File: config.mk
export PLATFORM = sky130hd
export DESIGN_NAME = multiplier_8x8
export DESIGN_NICKNAME = d
export VERILOG_FILES = /design/src/rtl/mult_pkg.sv /design/src/rtl/mult_4x4.sv /design/src/rtl/multiplier_8x8.sv
export SDC_FILE = /design/constraint.sdc
export NUM_CORES = 1
export LEC_CHECK = 0
export ABC_CLOCK_PERIOD_IN_PS = 9600
export CAP_MARGIN = 10
export CORE_ASPECT_RATIO = 1.1
export CORE_MARGIN = 3
export CORE_UTILIZATION = 40
export DETAILED_ROUTE_END_ITERATION = 7
export SYNTH_ARGS = -nofsm -noshare
export SYNTH_HDL_FRONTEND = slang
export SYNTH_SLANG_ARGS = --single-unit
File: constraint.sdc
create_clock -name clk -period 9.6 [get_ports clk]
set_input_delay 1.44 -clock clk [delete_from_list [all_inputs] [get_ports clk]]
set_output_delay 1.44 -clock clk [all_outputs]
set_load 0.01 [all_outputs]
File: src/rtl/mult_pkg.sv
// Shared widths and mode encodings for the 8x8 multiplier and its 4x4 partial-product cells.
package mult_pkg;

  // Operand, nibble, partial-product and result widths.
  localparam int W_OP   = 8;
  localparam int W_NIB  = 4;
  localparam int W_PART = 2 * W_NIB;
  localparam int W_RES  = 16;

  // Mode input encodings.
  localparam logic MODE_8X8      = 1'b0;
  localparam logic MODE_DUAL_4X4 = 1'b1;

endpackage

File: src/rtl/mult_4x4.sv
// 4x4 multiplier cell with an independent signed flag per operand; 8-bit product.
module mult_4x4
  import mult_pkg::*;
(
  input  logic [W_NIB-1:0]  i_a,
  input  logic [W_NIB-1:0]  i_b,
  input  logic              i_a_signed,
  input  logic              i_b_signed,
  output logic [W_PART-1:0] o_p
);

  logic [W_PART-1:0] w_a_ext;
  logic [W_PART-1:0] w_b_ext;

  // Extending to the product width first makes the truncated product exact for every
  // signed/unsigned combination: all results fit in 8 bits.
  assign w_a_ext = {{W_NIB{i_a_signed & i_a[W_NIB-1]}}, i_a};
  assign w_b_ext = {{W_NIB{i_b_signed & i_b[W_NIB-1]}}, i_b};
  assign o_p     = w_a_ext * w_b_ext;

endmodule

File: src/rtl/multiplier_8x8.sv
// Registered 8x8 multiplier (signed/unsigned) that can also run as two independent 4x4 lanes.
// Free-running datapath: no valid/ready handshake, one product per cycle, latency 1.
module multiplier_8x8
  import mult_pkg::*;
(
  input  logic              clk,
  input  logic              rst,
  input  logic [W_OP-1:0]   In_1,
  input  logic [W_OP-1:0]   In_2,
  input  logic              Sign,
  input  logic              Mode,
  output logic [W_RES-1:0]  Result
);

  logic [W_PART-1:0] w_hh;
  logic [W_PART-1:0] w_hl;
  logic [W_PART-1:0] w_lh;
  logic [W_PART-1:0] w_ll;
  logic              w_dual;
  logic              w_ll_signed;
  logic [W_RES-1:0]  w_hh_ext;
  logic [W_RES-1:0]  w_hl_ext;
  logic [W_RES-1:0]  w_lh_ext;
  logic [W_RES-1:0]  w_ll_ext;
  logic [W_RES-1:0]  w_prod_wide;
  logic [W_RES-1:0]  w_prod;
  logic [W_RES-1:0]  r_result;

  assign w_dual      = (Mode == MODE_DUAL_4X4);
  // The low nibbles are only signed when they are a lane of their own.
  assign w_ll_signed = Sign & w_dual;

  mult_4x4 u_hh (
    .i_a        (In_1[W_OP-1:W_NIB]),
    .i_b        (In_2[W_OP-1:W_NIB]),
    .i_a_signed (Sign),
    .i_b_signed (Sign),
    .o_p        (w_hh)
  );

  mult_4x4 u_hl (
    .i_a        (In_1[W_OP-1:W_NIB]),
    .i_b        (In_2[W_NIB-1:0]),
    .i_a_signed (Sign),
    .i_b_signed (1'b0),
    .o_p        (w_hl)
  );

  mult_4x4 u_lh (
    .i_a        (In_1[W_NIB-1:0]),
    .i_b        (In_2[W_OP-1:W_NIB]),
    .i_a_signed (1'b0),
    .i_b_signed (Sign),
    .o_p        (w_lh)
  );

  mult_4x4 u_ll (
    .i_a        (In_1[W_NIB-1:0]),
    .i_b        (In_2[W_NIB-1:0]),
    .i_a_signed (w_ll_signed),
    .i_b_signed (w_ll_signed),
    .o_p        (w_ll)
  );

  // Partials involving a signed high nibble are themselves signed; LL is unsigned in 8x8 mode.
  assign w_hh_ext = {{(W_RES - W_PART){Sign & w_hh[W_PART-1]}}, w_hh};
  assign w_hl_ext = {{(W_RES - W_PART){Sign & w_hl[W_PART-1]}}, w_hl};
  assign w_lh_ext = {{(W_RES - W_PART){Sign & w_lh[W_PART-1]}}, w_lh};
  assign w_ll_ext = {{(W_RES - W_PART){1'b0}}, w_ll};

  assign w_prod_wide = (w_hh_ext << W_OP)
                     + ((w_hl_ext + w_lh_ext) << W_NIB)
                     + w_ll_ext;

  assign w_prod = w_dual ? {w_hh, w_ll} : w_prod_wide;

  always_ff @(posedge clk) begin
    if (rst) begin
      r_result <= '0;
    end else begin
      r_result <= w_prod;
    end
  end

  assign Result = r_result;

endmodule

# Yosys cells after proc, flatten, opt, wreduce, memory -nomap -nowiden
# Cells that the tools add are included.
dict set report totals {
  wordCells 16
  register_bits 16
  output_inout_bits 16
}
dict set report classes {
  bitwise 7
  addsub 3
  mux 1
  multipliers 4
}
# cell count
set ops {}
lappend ops {{$mul 5x5->8} 4}
lappend ops {{$add 16x16->16} 1}
lappend ops {{$add 16x8->16} 1}
lappend ops {{$mux 16} 1}
lappend ops {{$add 9x9->10} 1}
lappend ops {{$and 1x1->1} 7}

# Longest topological paths before layout
# Gate-level depths: netlist of the first run.
dict set report depth {
  depth_word 7
  ltp_mapped 26
}

# Cells and area by module
# From an unflattened synthesis of the first run, not the netlist that was laid out.
dict set report hier_totals {
  cells_unflattened 479
  hier_area_um2 4234.1
}
# mod cells_each area_each_um2 n_inst
set modules_own_cells {}
lappend modules_own_cells {mult_4x4 80 714.4 4}
lappend modules_own_cells {multiplier_8x8 159 1376.3 1}

# Least setup slack after synthesis of the first run
# Ideal clock, no wire load.
dict set report synth_timing {
  path_kind {input to register}
  start {input In_2[7]}
  end {register r_result[15] (netlist: Result[15])}
  arrival_ns 7.076
  path_stages 23
  slack_ns 2.466
  path_cell_list {clkbuf_1 nand2_1 or2_2 fa_1 fa_1 fa_1 inv_1 ha_1 a21o_1 a21oi_1 xnor2_1 ha_1 a2111o_1 o22ai_2 xnor2_1 ha_1 and3_1 and3_1 a311o_1 a21oi_1 or4_4 a211o_1 nand2_1}
}
dict set report synth_via {
  elab_chain_cells 7
}
# item line_no
set synth_lines {}
lappend synth_lines {{start: declaration} multiplier_8x8.sv:9} ;# input logic [W_OP-1:0] In_2,
lappend synth_lines {{$and 1x1->1} mult_4x4.sv:18} ;# assign w_b_ext = {{W_NIB{i_b_signed & i_b[W_NIB-1]}}, i_b};
lappend synth_lines {{$mul 5x5->8} mult_4x4.sv:19} ;# assign o_p = w_a_ext * w_b_ext;
lappend synth_lines {{$and 1x1->1} multiplier_8x8.sv:68} ;# assign w_lh_ext = {{(W_RES - W_PART){Sign & w_lh[W_PART-1]}}, w_lh};
lappend synth_lines {{$add 9x9->10} multiplier_8x8.sv:72} ;# + ((w_hl_ext + w_lh_ext) << W_NIB)
lappend synth_lines {{$add 16x16->16} multiplier_8x8.sv:72}
lappend synth_lines {{$add 16x8->16} multiplier_8x8.sv:73} ;# + w_ll_ext;
lappend synth_lines {{$mux 16 (*)} multiplier_8x8.sv:75} ;# assign w_prod = w_dual ? {w_hh, w_ll} : w_prod_wide;
lappend synth_lines {{end signal: assignment} multiplier_8x8.sv:81} ;# r_result <= w_prod;
lappend synth_lines {{end: declaration} multiplier_8x8.sv:27} ;# logic [W_RES-1:0] r_result;
# Every way passes the cells marked *; elsewhere a longest branch is shown, timed or not.
# A chain may end at the register's enable or synchronous reset.

# Final worst setup path of the first run
# Ends and elaborated chain as after synthesis.

==> results of run 1 <==
-- area by class of cell --
type | count | area (sq um) | share of cell area (%)
Multi-Input combinational cell | 367 | 3338 | 74.38
Timing Repair Buffer | 37 | 365.4 | 8.141
Sequential cell | 16 | 320.3 | 7.137
Inverter | 70 | 262.8 | 5.854
Tap cell | 117 | 146.4 | 3.262
Clock buffer | 4 | 55.05 | 1.227
-- metal layers --
| metal | global-route usage [%] | share of wire, % |
|---|---|---|
| met1 | 22.12 | 49 |
| met2 | 27.14 | 49 |
| met3 | 0.7581 | 1.7 |
| met4 | 2.394 | 0.78 |
| met5 | 0 | 0 |
-- how the worst max path moves through the flow --
stage,from,to,slack (ps),cells past startpoint
floorplan,In_2[7],Result[15],2470,23
global placement,In_2[7],Result[15],1820,23
detailed placement,In_2[7],Result[15],1670,23
CTS,In_2[7],Result[15],1910,23
global route,In_2[7],Result[15],1560,23
finish,In_2[7],Result[15],1900,23
-- placed cells by master (no fill, tap or decap), types with 3 or more instances in the layout --
cell type	n
o21bai_1	3
nand3_1	6
inv_1	70
nor2b_1	5
and2_1	52
o21a_1	3
mux2i_1	3
a21o_1	11
ha_1	72
or2_2	7
nor2_1	29
a21oi_1	24
dfxtp_1	16
a211oi_1	4
xor2_1	11
and3_1	6
nand2_1	24
clkbuf_8	4
xnor2_1	37
fa_1	41
clkdlybuf4s50_1	35
o21ai_1	6
nor3_1	3
-- where the power goes --
| group | switching [W] | internal (W) | total (W) |
|---|---|---|---|
| clock | 0.0000233 | 0.0000364 | 0.0000597 |
| sequential | 0.00000528 | 0.0000878 | 0.0000931 |
| combinational | 0.000420 | 0.000368 | 0.000788 |
-- through the flow --
stage	hold WS (ps)	utilization (%)	worst slack, ps
after floorplan	1563	-	2466
after global routing	2058	47.06	1564
after CTS	1998	47.06	1913
final	2021	47.06	1901
after detailed placement	2176	46.48	1665
after global placement	2178	46.48	1816
-- kinds of logic after synthesis --
family,after synthesis,share of synthesized area (%)
buf+inv,83,8.021
xor+xnor,48,10.57
fa+ha+maj,113,43.28
compound gates,63,10.60
flops,16,8.053
simple gates,139,18.43
mux,4,1.038
-- tightest hold or removal path, stage by stage --
cell             delay, ps
clkdlybuf4s50_1        610
nand2_1                140
nor2_1                  40
==> impl_results.md, run 1 <==
- Status: complete, no violations
- CTS resizes: 0
- FFs w/ async S/R, synth: 0%
- Syn avg cell area: 8.536 sq um
- Final wirelength: 8304 um
- Synth top area share: 22.65%
- Slew Limit Headroom: 59.45%
- Port Buf Inserts: 35
- Crit-path cells: clkdlybuf4s50_1 -> nand2_1 -> or2_2 -> fa_1 -> fa_1 -> fa_1 -> inv_1 -> ha_1 -> a21o_1 -> a21oi_1 -> xnor2_1 -> ha_1 -> a2111o_1 -> o22ai_2 -> xnor2_1 -> ha_1 -> and3_1 -> and3_1 -> a311o_1 -> a21oi_1 -> or4_4 -> a211o_1 -> nand2_1
- Largest net degree at the start of global routing: 25
- Root Driver: clkbuf_8
- Final Hold Viols: 0
- Max IR drop VDD: 0.0001021 V
- WP data arrival: 7900 ps
- Crit end category: flip-flop
- Die Width: 101.1 um
- Prevailing post-synth register cell: dfxtp_1
- CTS tree: yes
- Flip-flop count of the largest register after layout: 16
- Critical path class: in2reg
- Crit-path max cell delay: 660 ps
- Post-cts hold buffer count: 0
- Final non-filler cell total: 611
- Total chip power: 0.0009408 W
- Final setup violation count: 0
- Ys Warns: 0
- Cts bufs inserted: 3
- Share of layout cells above drive strength 1: 3.441%
- Commonest cells in the netlist: 72 x ha_1, 70 x inv_1, 52 x and2_1, 41 x fa_1, 37 x xnor2_1
- P per Cell Area: 209.6 nW/um^2
- Post-synth net total: 599
- Register area share after synthesis: 8.053%
- Most frequent cell after synthesis: ha_1
- Period Utilization, post-route: 80.20%
- Maximum clock rate: 129.9 MHz
- Hold depth: 3
- Synth area leaders: ha_1 23%, fa_1 21%, and2_1 8.2%, xnor2_1 8.1%, dfxtp_1 8.1%
- Crit path time final: 7699 ps
- Drt pass-1 iters: 4
- CP max stage cell: clkdlybuf4s50_1
- Die outline height: 110.6 um
- Number of fill cells: 962
- Post-DP Area: 4433 sq um
- Design area: 4488 sq um
- Distinct cells, synth: 42
- Worst endpoint required time: 9800 ps
- Starting Density: 41.71%
- Area grow syn2layout: 12.83%
- CTS sink cnt: 16
- Maxcap violations: 0
- Final Slew Violations: 0
- Lkg Pwr: 2.268 nW
- First-pass GRT wire length: 14540 um
- Hold path endpoint: Result[0]
- Vias per cell: 4.943
- Grt ovf: 0
- Hold path start: In_2[0]
- First DRT Iteration DRCs: 70
- Vias in the first global route: 3136
- Post-CTS setup buffers: 0
- Post-synth EDFFs: 0
- Nets@finish: 628
- Wire length per cell: 13.59 um
- Gpl congestion: 0.8978
- DR DRC count: 0
- Post-Syn Instances: 466
- Startpoint types: primary input
- Final ANT Viol Nets: 0
- DP HPWL: 7068 um
- Setup TNS: 0 ps
- Worst hold path class: in2reg
- Area of the core: 9537 sq um
- Clock slew at reported path FFs: 60 ps
- Cell Area, Synth: 3978 sq um
- Die ar.: 11180 sq um
- Placed Cells: 607
- Critical path buffers and inverters: 2
- RSZ-0062 raised after global routing: false
- Family with the most delay on the worst path: adder cells
- H-Tree Depth: 1
- Longest Clk Path Bufs: 2
- Row cnt: 37
- Max FO, Critical Path: 10
- Worst-Margin Slew: 606.3 ps
- Boundary pin count: 36
- Total global-route track usage: 15.79%
- Cell taking the most area after synthesis: ha_1
- Synthesized flop and latch total: 16
- Antenna violations before repair: 0
- Antenna cells: 0
- Via count: 3020
(Power assumes the default switching activity.)
==> run 2, diff against run 1 <==
ABC_CLOCK_PERIOD_IN_PS = 7600   (was 9600)
clock period = 7.6 ns   (was 9.6 ns; I/O delays follow)
==> run 2 against run 1 <==
Cell area rose by 0.84%. Sequential cell count did not move. Final cell count rose by 0.82%. First-iteration DRC count rose by 50%. Wire length rose by 1.3%. Largest cell class unchanged.
==> impl_results.md, run 2 (synthesis results as in run 1) <==
- Starting Density: 41.71% (unchanged)
- Clock slew at reported path FFs: 60 ps (about the same)
- Die outline height: 110.6 um (unchanged)
- CTS resizes: 0 (unchanged)
- CP max stage cell: fa_1
- Wire length per cell: 13.66 um (+0.49%)
- Total global-route track usage: 16.43% (+0.64 points)
- Post-cts hold buffer count: 0 (unchanged)
- Crit-path max cell delay: 600 ps (-60 ps)
- Number of fill cells: 926 (-3.7%)
- Worst-Margin Slew: 600.4 ps (-5.967 ps)
- Port Buf Inserts: 35 (unchanged)
- Crit end category: flip-flop
- Lkg Pwr: 2.292 nW (+1.0%)
- Drt pass-1 iters: 6 (+2)
- WHS: 1637 ps (-384.4 ps)
- Antenna violations before repair: 0 (unchanged)
- Commonest non-fill, non-tap cell in the layout: ha_1
- Placed Cells: 612 (+0.82%)
- Post-DP Area: 4471 sq um (+0.85%)
- Period Utilization, post-route: 92.51%
- Slew Limit Headroom: 59.85% (+0.40 points)
- Cts bufs inserted: 3 (unchanged)
- Area grow syn2layout: 13.78%
- Final ANT Viol Nets: 0 (unchanged)
- DR DRC count: 0 (unchanged)
- Die Width: 101.1 um (unchanged)
- Status: complete, no violations
- WP data arrival: 7220 ps (-680 ps)
- Grt ovf: 0 (unchanged)
- H-Tree Depth: 1 (unchanged)
- Final setup violation count: 0 (unchanged)
- Share of layout cells above drive strength 1: 4.409% (+0.97 points)
- CTS sink cnt: 16 (unchanged)
- First-pass GRT wire length: 15070 um (+3.7%)
- Die ar.: 11180 sq um (unchanged)
- Longest Clk Path Bufs: 2 (unchanged)
- Family with the most delay on the worst path: adder cells
- Largest net degree at the start of global routing: 24 (-4.0%)
- Post-CTS setup buffers: 0 (unchanged)
- Crit-path cells: clkdlybuf4s50_1 -> nand2_1 -> or2_2 -> fa_1 -> fa_1 -> fa_1 -> inv_1 -> ha_1 -> a21o_1 -> a21oi_1 -> xnor2_1 -> ha_1 -> a2111o_1 -> o22ai_2 -> xnor2_1 -> ha_1 -> and3_1 -> and3_1 -> a311o_1 -> a21oi_1 -> or4_4 -> a211o_1 -> nand2_1
- RSZ-0062 raised after global routing: false
- Nets@finish: 633 (+0.80%)
- Vias in the first global route: 3242 (+3.4%)
- Critical path class: in2reg
- Crit path time final: 7031 ps
- Antenna cells: 0 (unchanged)
- Design area: 4526 sq um (+0.84%)
- Area of the multi-input gates: 3338 sq um (unchanged)
- Setup TNS: 0 ps (unchanged)
- Worst endpoint required time: 7790 ps (-2010 ps)
- Final non-filler cell total: 616 (+0.82%)
- First DRT Iteration DRCs: 105 (+50%)
- Worst hold path class: in2reg
- Leading cell types in the layout, fill and taps excluded: 72 x ha_1, 70 x inv_1, 52 x and2_1
- Maxcap violations: 0 (unchanged)
- Area of the core: 9537 sq um (unchanged)
- Gpl congestion: 0.8810 (-1.9%)
- Final Slew Violations: 0 (unchanged)
- Root Driver: clkbuf_8
- Final Hold Viols: 0 (unchanged)
- Row cnt: 37 (unchanged)
- Register Area: 320.3 sq um (unchanged)
- Final wirelength: 8413 um (+1.3%)
- Maximum clock rate: 142.2 MHz
- P per Cell Area: 262.3 nW/um^2 (+25%)
- DP HPWL: 7282 um (+3.0%)
- Startpoint types: primary input
- Max FO, Critical Path: 4 (-6)
- Vias per cell: 5.028 (+1.7%)
- Via count: 3097 (+2.5%)
- Max IR drop VDD: 0.0001606 V (+57%)
- Flip-flop count of the largest register after layout: 16 (unchanged)
- Boundary pin count: 36 (unchanged)
- Critical path buffers and inverters: 2 (unchanged)
- CTS tree: yes
## run 2: cell count changes in the layout (fill, tap and decap cells not counted)
| cell | change |
|---|---|
| buf_4 | +5 |
## run 2: final timing paths
check / start / to / slack, ps / cells after the start
hold / removal: In_1[0] / Result[0] / 1640 / 4
setup / recovery: Sign / Result[15] / 570 / 23
## run 2: routing by layer
metal	GRT usage, %	share of wire [%]
met1	21.05	45
met2	28.27	49
met3	2.021	2.9
met4	5.142	3.2
met5	0	0
## run 2: final cells by class
type                       instances  area share (%)
tap                              117           3.235
inverter                          70           5.806
timing repair buffer              42           8.902
clock buffer                       4           1.216
multi-input combinational        367           73.76
sequential                        16           7.078
## run 2: stage by stage
stage / total power (W) / setup slack [ps] / util, %
2_1_floorplan: 0.0008855 / 766.0 / -
3_3_place_gp: 0.001102 / 339.8 / 46.88
3_5_place_dp: 0.001111 / 304.9 / 46.88
4_1_cts: 0.001195 / 516.3 / 47.45
5_1_grt: 0.001335 / 243.1 / 47.45
6_report: 0.001187 / 569.5 / 47.45
## run 2: power by group
group	switching, W	internal (W)	total (W)
Sequential	0.00000643	0.000111	0.000117
Combinational	0.000529	0.000467	0.000995
Clock	0.0000285	0.0000459	0.0000745
==> run 3, diff against run 2 <==
CORE_ASPECT_RATIO = 1.25   (was 1.1)
==> run 3 against run 2 <==
Clock power rose by 50%. Largest power group unchanged. Count of clock-buffer cells in the layout did not move. Sequential share of layout area fell by 0.093 points. Largest cell class unchanged. Core utilization barely moved. Global-route usage rose by 0.26 points.
==> impl_results.md, run 3 (synthesis results as in run 1) <==
- Crit end category: flip-flop
- Share of layout cells above drive strength 1: 4.790% (+0.38 points)
- DP HPWL: 7439 um (+2.2%)
- Hold depth: 4 (unchanged)
- Internal Power: 0.0006576 W (+5.5%)
- Grt ovf: 0 (unchanged)
- Flip-flop count of the largest register after layout: 16 (unchanged)
- Final wirelength: 8586 um (+2.1%)
- Crit-path cells: clkdlybuf4s50_1 -> nand2_1 -> or2_2 -> fa_1 -> fa_1 -> fa_1 -> inv_1 -> ha_1 -> a21o_1 -> a21oi_1 -> xnor2_1 -> ha_1 -> a2111o_1 -> o22ai_2 -> xnor2_1 -> ha_1 -> and3_1 -> and3_1 -> a311o_1 -> a21oi_1 -> or4_4 -> a211o_1 -> nand2_1
- Period Utilization, post-route: 92.74% (+0.23 points)
- Vias per cell: 4.974 (-1.1%)
- Antenna violations before repair: 0 (unchanged)
- Final ANT Viol Nets: 0 (unchanged)
- Design area: 4586 sq um (+1.3%)
- Cts bufs inserted: 3 (unchanged)
- Final non-filler cell total: 627 (+1.8%)
- Critical path class: in2reg
- Final setup violation count: 0 (unchanged)
- RSZ-0062 raised after global routing: false
- Setup TNS: 0 ps (unchanged)
- DR DRC count: 0 (unchanged)
- Maximum clock rate: 141.9 MHz (-0.25%)
- CTS resizes: 0 (unchanged)
- Post-DP Area: 4497 sq um (+0.59%)
- CTS sink cnt: 16 (unchanged)
- Family with the most delay on the worst path: adder cells
- Slew Limit Headroom: 58.28% (-1.6 points)
- Drt pass-1 iters: 4 (-2)
- Nets@finish: 635 (+0.32%)
- Status: complete, no violations
- Antenna cells: 0 (unchanged)
- Placed Cells: 623 (+1.8%)
- Vias in the first global route: 3335 (+2.9%)
- Longest Clk Path Bufs: 2 (unchanged)
- Crit path time final: 7048 ps (+17.55 ps)
- Sequential share of power: 9.6% (-0.3 points)
- Gpl congestion: 0.8637 (-2.0%)
- Worst hold path class: in2reg
- Max IR drop VDD: 0.0001183 V (-26%)
- Post-cts hold buffer count: 0 (unchanged)
- Commonest non-fill, non-tap cell in the layout: ha_1
- Logic pwr share: 81.3% (-2.5 points)
- Crit-path max cell delay: 590 ps (about the same)
- Hold path endpoint: Result[0]
- Clock share of power: 9.1% (+2.8 points)
- Largest net degree at the start of global routing: 24 (unchanged)
- First DRT Iteration DRCs: 74 (-30%)
- CP max stage cell: fa_1
- Core Util, Final: 47.47% (about the same)
- Clock slew at reported path FFs: 50 ps (about the same)
- Post-CTS setup buffers: 0 (unchanged)
- Area of the multi-input gates: 3338 sq um (unchanged)
- Switching pwr: 0.0005743 W (+1.9%)
- Leading cell types in the layout, fill and taps excluded: 72 x ha_1, 70 x inv_1, 52 x and2_1
- Critical path buffers and inverters: 2 (unchanged)
- Area of the core: 9659 sq um (+1.3%)
- Max FO, Critical Path: 4 (unchanged)
- Number of fill cells: 954 (+3.0%)
- Starting Density: 41.18% (-0.53 points)
- Area grow syn2layout: 15.29%
- Die ar.: 11180 sq um (about the same)
- Final Slew Violations: 0 (unchanged)
- Die Width: 95.19 um (-5.8%)
- Worst-Margin Slew: 623.8 ps (+23.44 ps)
- Final Hold Viols: 0 (unchanged)
- Root Driver: clkbuf_16
- Port Buf Inserts: 35 (unchanged)
- CTS tree: yes
- Register Area: 320.3 sq um (unchanged)
- Startpoint types: primary input
- Via count: 3119 (+0.71%)
- Hold path start: In_1[0]
- Boundary pin count: 36 (unchanged)
- Die outline height: 117.5 um (+6.2%)
- Row cnt: 40 (+8.1%)
- Maxcap violations: 0 (unchanged)
- Total global-route track usage: 16.68% (+0.26 points)
- First-pass GRT wire length: 15190 um (+0.78%)
- Wire length per cell: 13.69 um (+0.27%)
- Lkg Pwr: 2.317 nW (+1.1%)
- Worst endpoint required time: 7790 ps (about the same)
- P per Cell Area: 268.6 nW/um^2 (+2.4%)
- WP data arrival: 7240 ps (+20 ps)
- Switching power share of the total: 46.62% (-0.86 points)
- H-Tree Depth: 1 (unchanged)
## run 3: cell count changes in the layout (fill, tap and decap cells not counted)
cell	delta
buf_4	+2
clkbuf_16	+3
clkbuf_8	-3
## run 3: worst max-delay path by stage
| stage | cells past startpoint | to | slack, ps | start |
|---|---|---|---|---|
| CTS | 23 | Result[15] | 500 | Sign |
| global route | 23 | Result[15] | 260 | Sign |
| global placement | 23 | Result[15] | 340 | Sign |
| detailed placement | 23 | Result[15] | 280 | Sign |
| floorplan | 23 | Result[15] | 770 | In_2[7] |
| finish | 23 | Result[15] | 550 | Sign |
## run 3: area by class of cell
cell class	instances	share of cell area, %
tap	126	3.438
clock buffer	4	1.937
timing repair buffer	44	9.113
multi-input combinational	367	72.80
sequential	16	6.985
inverter	70	5.730
## run 3: power groups by stage
stage,Combinational (W),Sequential [W],Clock (W)
6_report,0.00100,0.000119,0.000112
5_1_grt,0.00113,0.000121,0.000119
4_1_cts,0.00100,0.000120,0.000115
3_5_place_dp,0.000995,0.000122,0
3_3_place_gp,0.000982,0.000121,0
2_1_floorplan,0.000753,0.000132,0
## run 3: tightest hold or removal path, stage by stage
cell             delay, ps
clkdlybuf4s50_1        410
buf_4                  180
nand2_1                 70
nor2_1                  30
## run 3: metrics by stage
| stage | total power, W | hold slack [ps] | worst slack (ps) |
|---|---|---|---|
| 6_report | 0.001232 | 1635 | 551.9 |
| 5_1_grt | 0.001372 | 1682 | 264.0 |
| 4_1_cts | 0.001239 | 1639 | 497.0 |
| 3_5_place_dp | 0.001117 | 1876 | 277.7 |
| 3_3_place_gp | 0.001103 | 1878 | 343.0 |
| 2_1_floorplan | 0.0008855 | 1263 | 766.0 |
## run 3: metal layers
layer / share of wire (%) / up-vias / GRT usage, %
li1: - / 1577 / -
met1: 44 / 1490 / 21.53
met2: 50 / 38 / 28.73
met3: 1.4 / 14 / 0.8312
met4: 3.9 / 0 / 6.408
met5: 0 / - / 0
==> variant (flow settings as in run 2) <==
Make the reset (`rst`) asynchronous in one clocked block.
--- a/src/rtl/multiplier_8x8.sv
+++ b/src/rtl/multiplier_8x8.sv
@@ -74,7 +74,7 @@
 
   assign w_prod = w_dual ? {w_hh, w_ll} : w_prod_wide;
 
-  always_ff @(posedge clk) begin
+  always_ff @(posedge clk or posedge rst) begin
     if (rst) begin
       r_result <= '0;
     end else begin
Behaviour: not the same (Yosys sat finds a counterexample within 4 cycles, from zero or initial values and one cycle with rst high; the reset may be asserted at any time).
==> variant against run 2 <==
Wire length grew 2.6%. Sequential share of layout area increased by 1.6 points. Cell count decreased by 0.65%. Power is 4.5% higher. First-iteration DRC count decreased by 1.9%. Area after synthesis grew 1.8%. Sequential cell count did not move. Design area up 1.6%. Setup slack better by 0.13 ns. Sequential power up 14%.
==> variant: results <==
INSERT INTO impl_metrics (metric_group, metric, value, unit) VALUES
('setup_path', 'worstSetupStartpoint', 'In_2[7]', ''),
('logic_synthesis', 'synthFlopType', 'sky130_fd_sc_hd__dfrtp_1', ''),
('global_routing', 'grt_first_pass_wirelength', '15100', 'um'),
('detailed_routing', 'vias_per_cell', '5.154', ''),
('outcome', 'status', 'complete, no violations', ''),
('global_routing', 'grt_use_total', '16.20', '%'),
('timing', 'timing.max_slew.rel_slack', '59.21', '%'),
('setup_path', 'critPathSlowestCell', 'sky130_fd_sc_hd__clkdlybuf4s50_1', ''),
('layout', 'design.final.nets', '629', ''),
('logic_synthesis', 'synth_fp_nets', '595', ''),
('detailed_routing', 'first_pass_iters', '4', ''),
('logic_synthesis', 'synth-async-reset-ratio', '100.0', '%'),
('setup_path', 'crit_path_max_incr_delay', '0.66', 'ns'),
('placed_design', 'finalWeightedCongestion', '0.9255', ''),
('power_and_ir_drop', 'p_leak', '2.362', 'nW'),
('logic_synthesis', 'ys_types', '46', ''),
('global_routing', 'first_global_vias', '3147', ''),
('detailed_routing', 'total_routed_wirelength', '8628', 'um'),
('detailed_routing', 'first_drt_iteration_drcs', '103', ''),
('logic_synthesis', 'synth.yosys.seq_area_share', '9.889', '%');
==> variant: final timing paths <==
path | end | cells past startpoint | slack, ns
min | Result[7] | 2 | 1.26
max | Result[14] | 23 | 0.70
min in group clk | Result[0] | 2 | 1.73
max in group asynchronous | Result[10] | 2 | 5.95
==> variant: layer usage <==
layer	wire length [um]	track usage, %	vias up
met2	4063	26.57	54
met4	207	4.287	0
li1	-	-	1572
met1	4111	22.89	1516
met3	246	1.316	12
met5	0	0	-
==> variant: cell type report <==
type,count,area [sq um]
fill,977,5032
sequential,16,400.4
clock buffer,4,55.05
timing repair buffer,40,387.9
tap,117,146.4
multi-input combinational,359,3322
inverter,76,285.3
==> variant: cell families after synthesis <==
logic type      Yosys count  synth area share, %
xor+xnor                 48                10.38
mux                       3               0.7726
buf+inv                  87                8.065
flops                    16                9.889
fa+ha+maj               113                42.52
compound gates           67                11.22
simple gates            128                17.15
==> variant: worst max-delay path: cells and delay by family <==
family	cells	cell delay [ns]
compound gates	7	1.03
simple gates	6	1.26
buf+inv	3	0.79
xor+xnor	1	0.26
fa+ha+maj	6	2.58
==> variant: power breakdown <==
part	leakage [nW]	switching (mW)	internal, mW	total, mW
Sequential	0.192	0.00865	0.125	0.133
Combinational	2.14	0.551	0.480	1.03
Clock	0.0288	0.0297	0.0460	0.0757
==> variant: metrics by stage <==
stage	worst slack (ns)	util, %	std cells	power [mW]
final	0.6954	47.74	612	1.240
after global routing	0.2616	47.74	612	1.387
after CTS	0.6824	47.74	612	1.245
after detailed placement	0.4357	47.17	608	1.160
after global placement	0.5571	47.17	608	1.148
after floorplan	1.021	-	462	0.9021
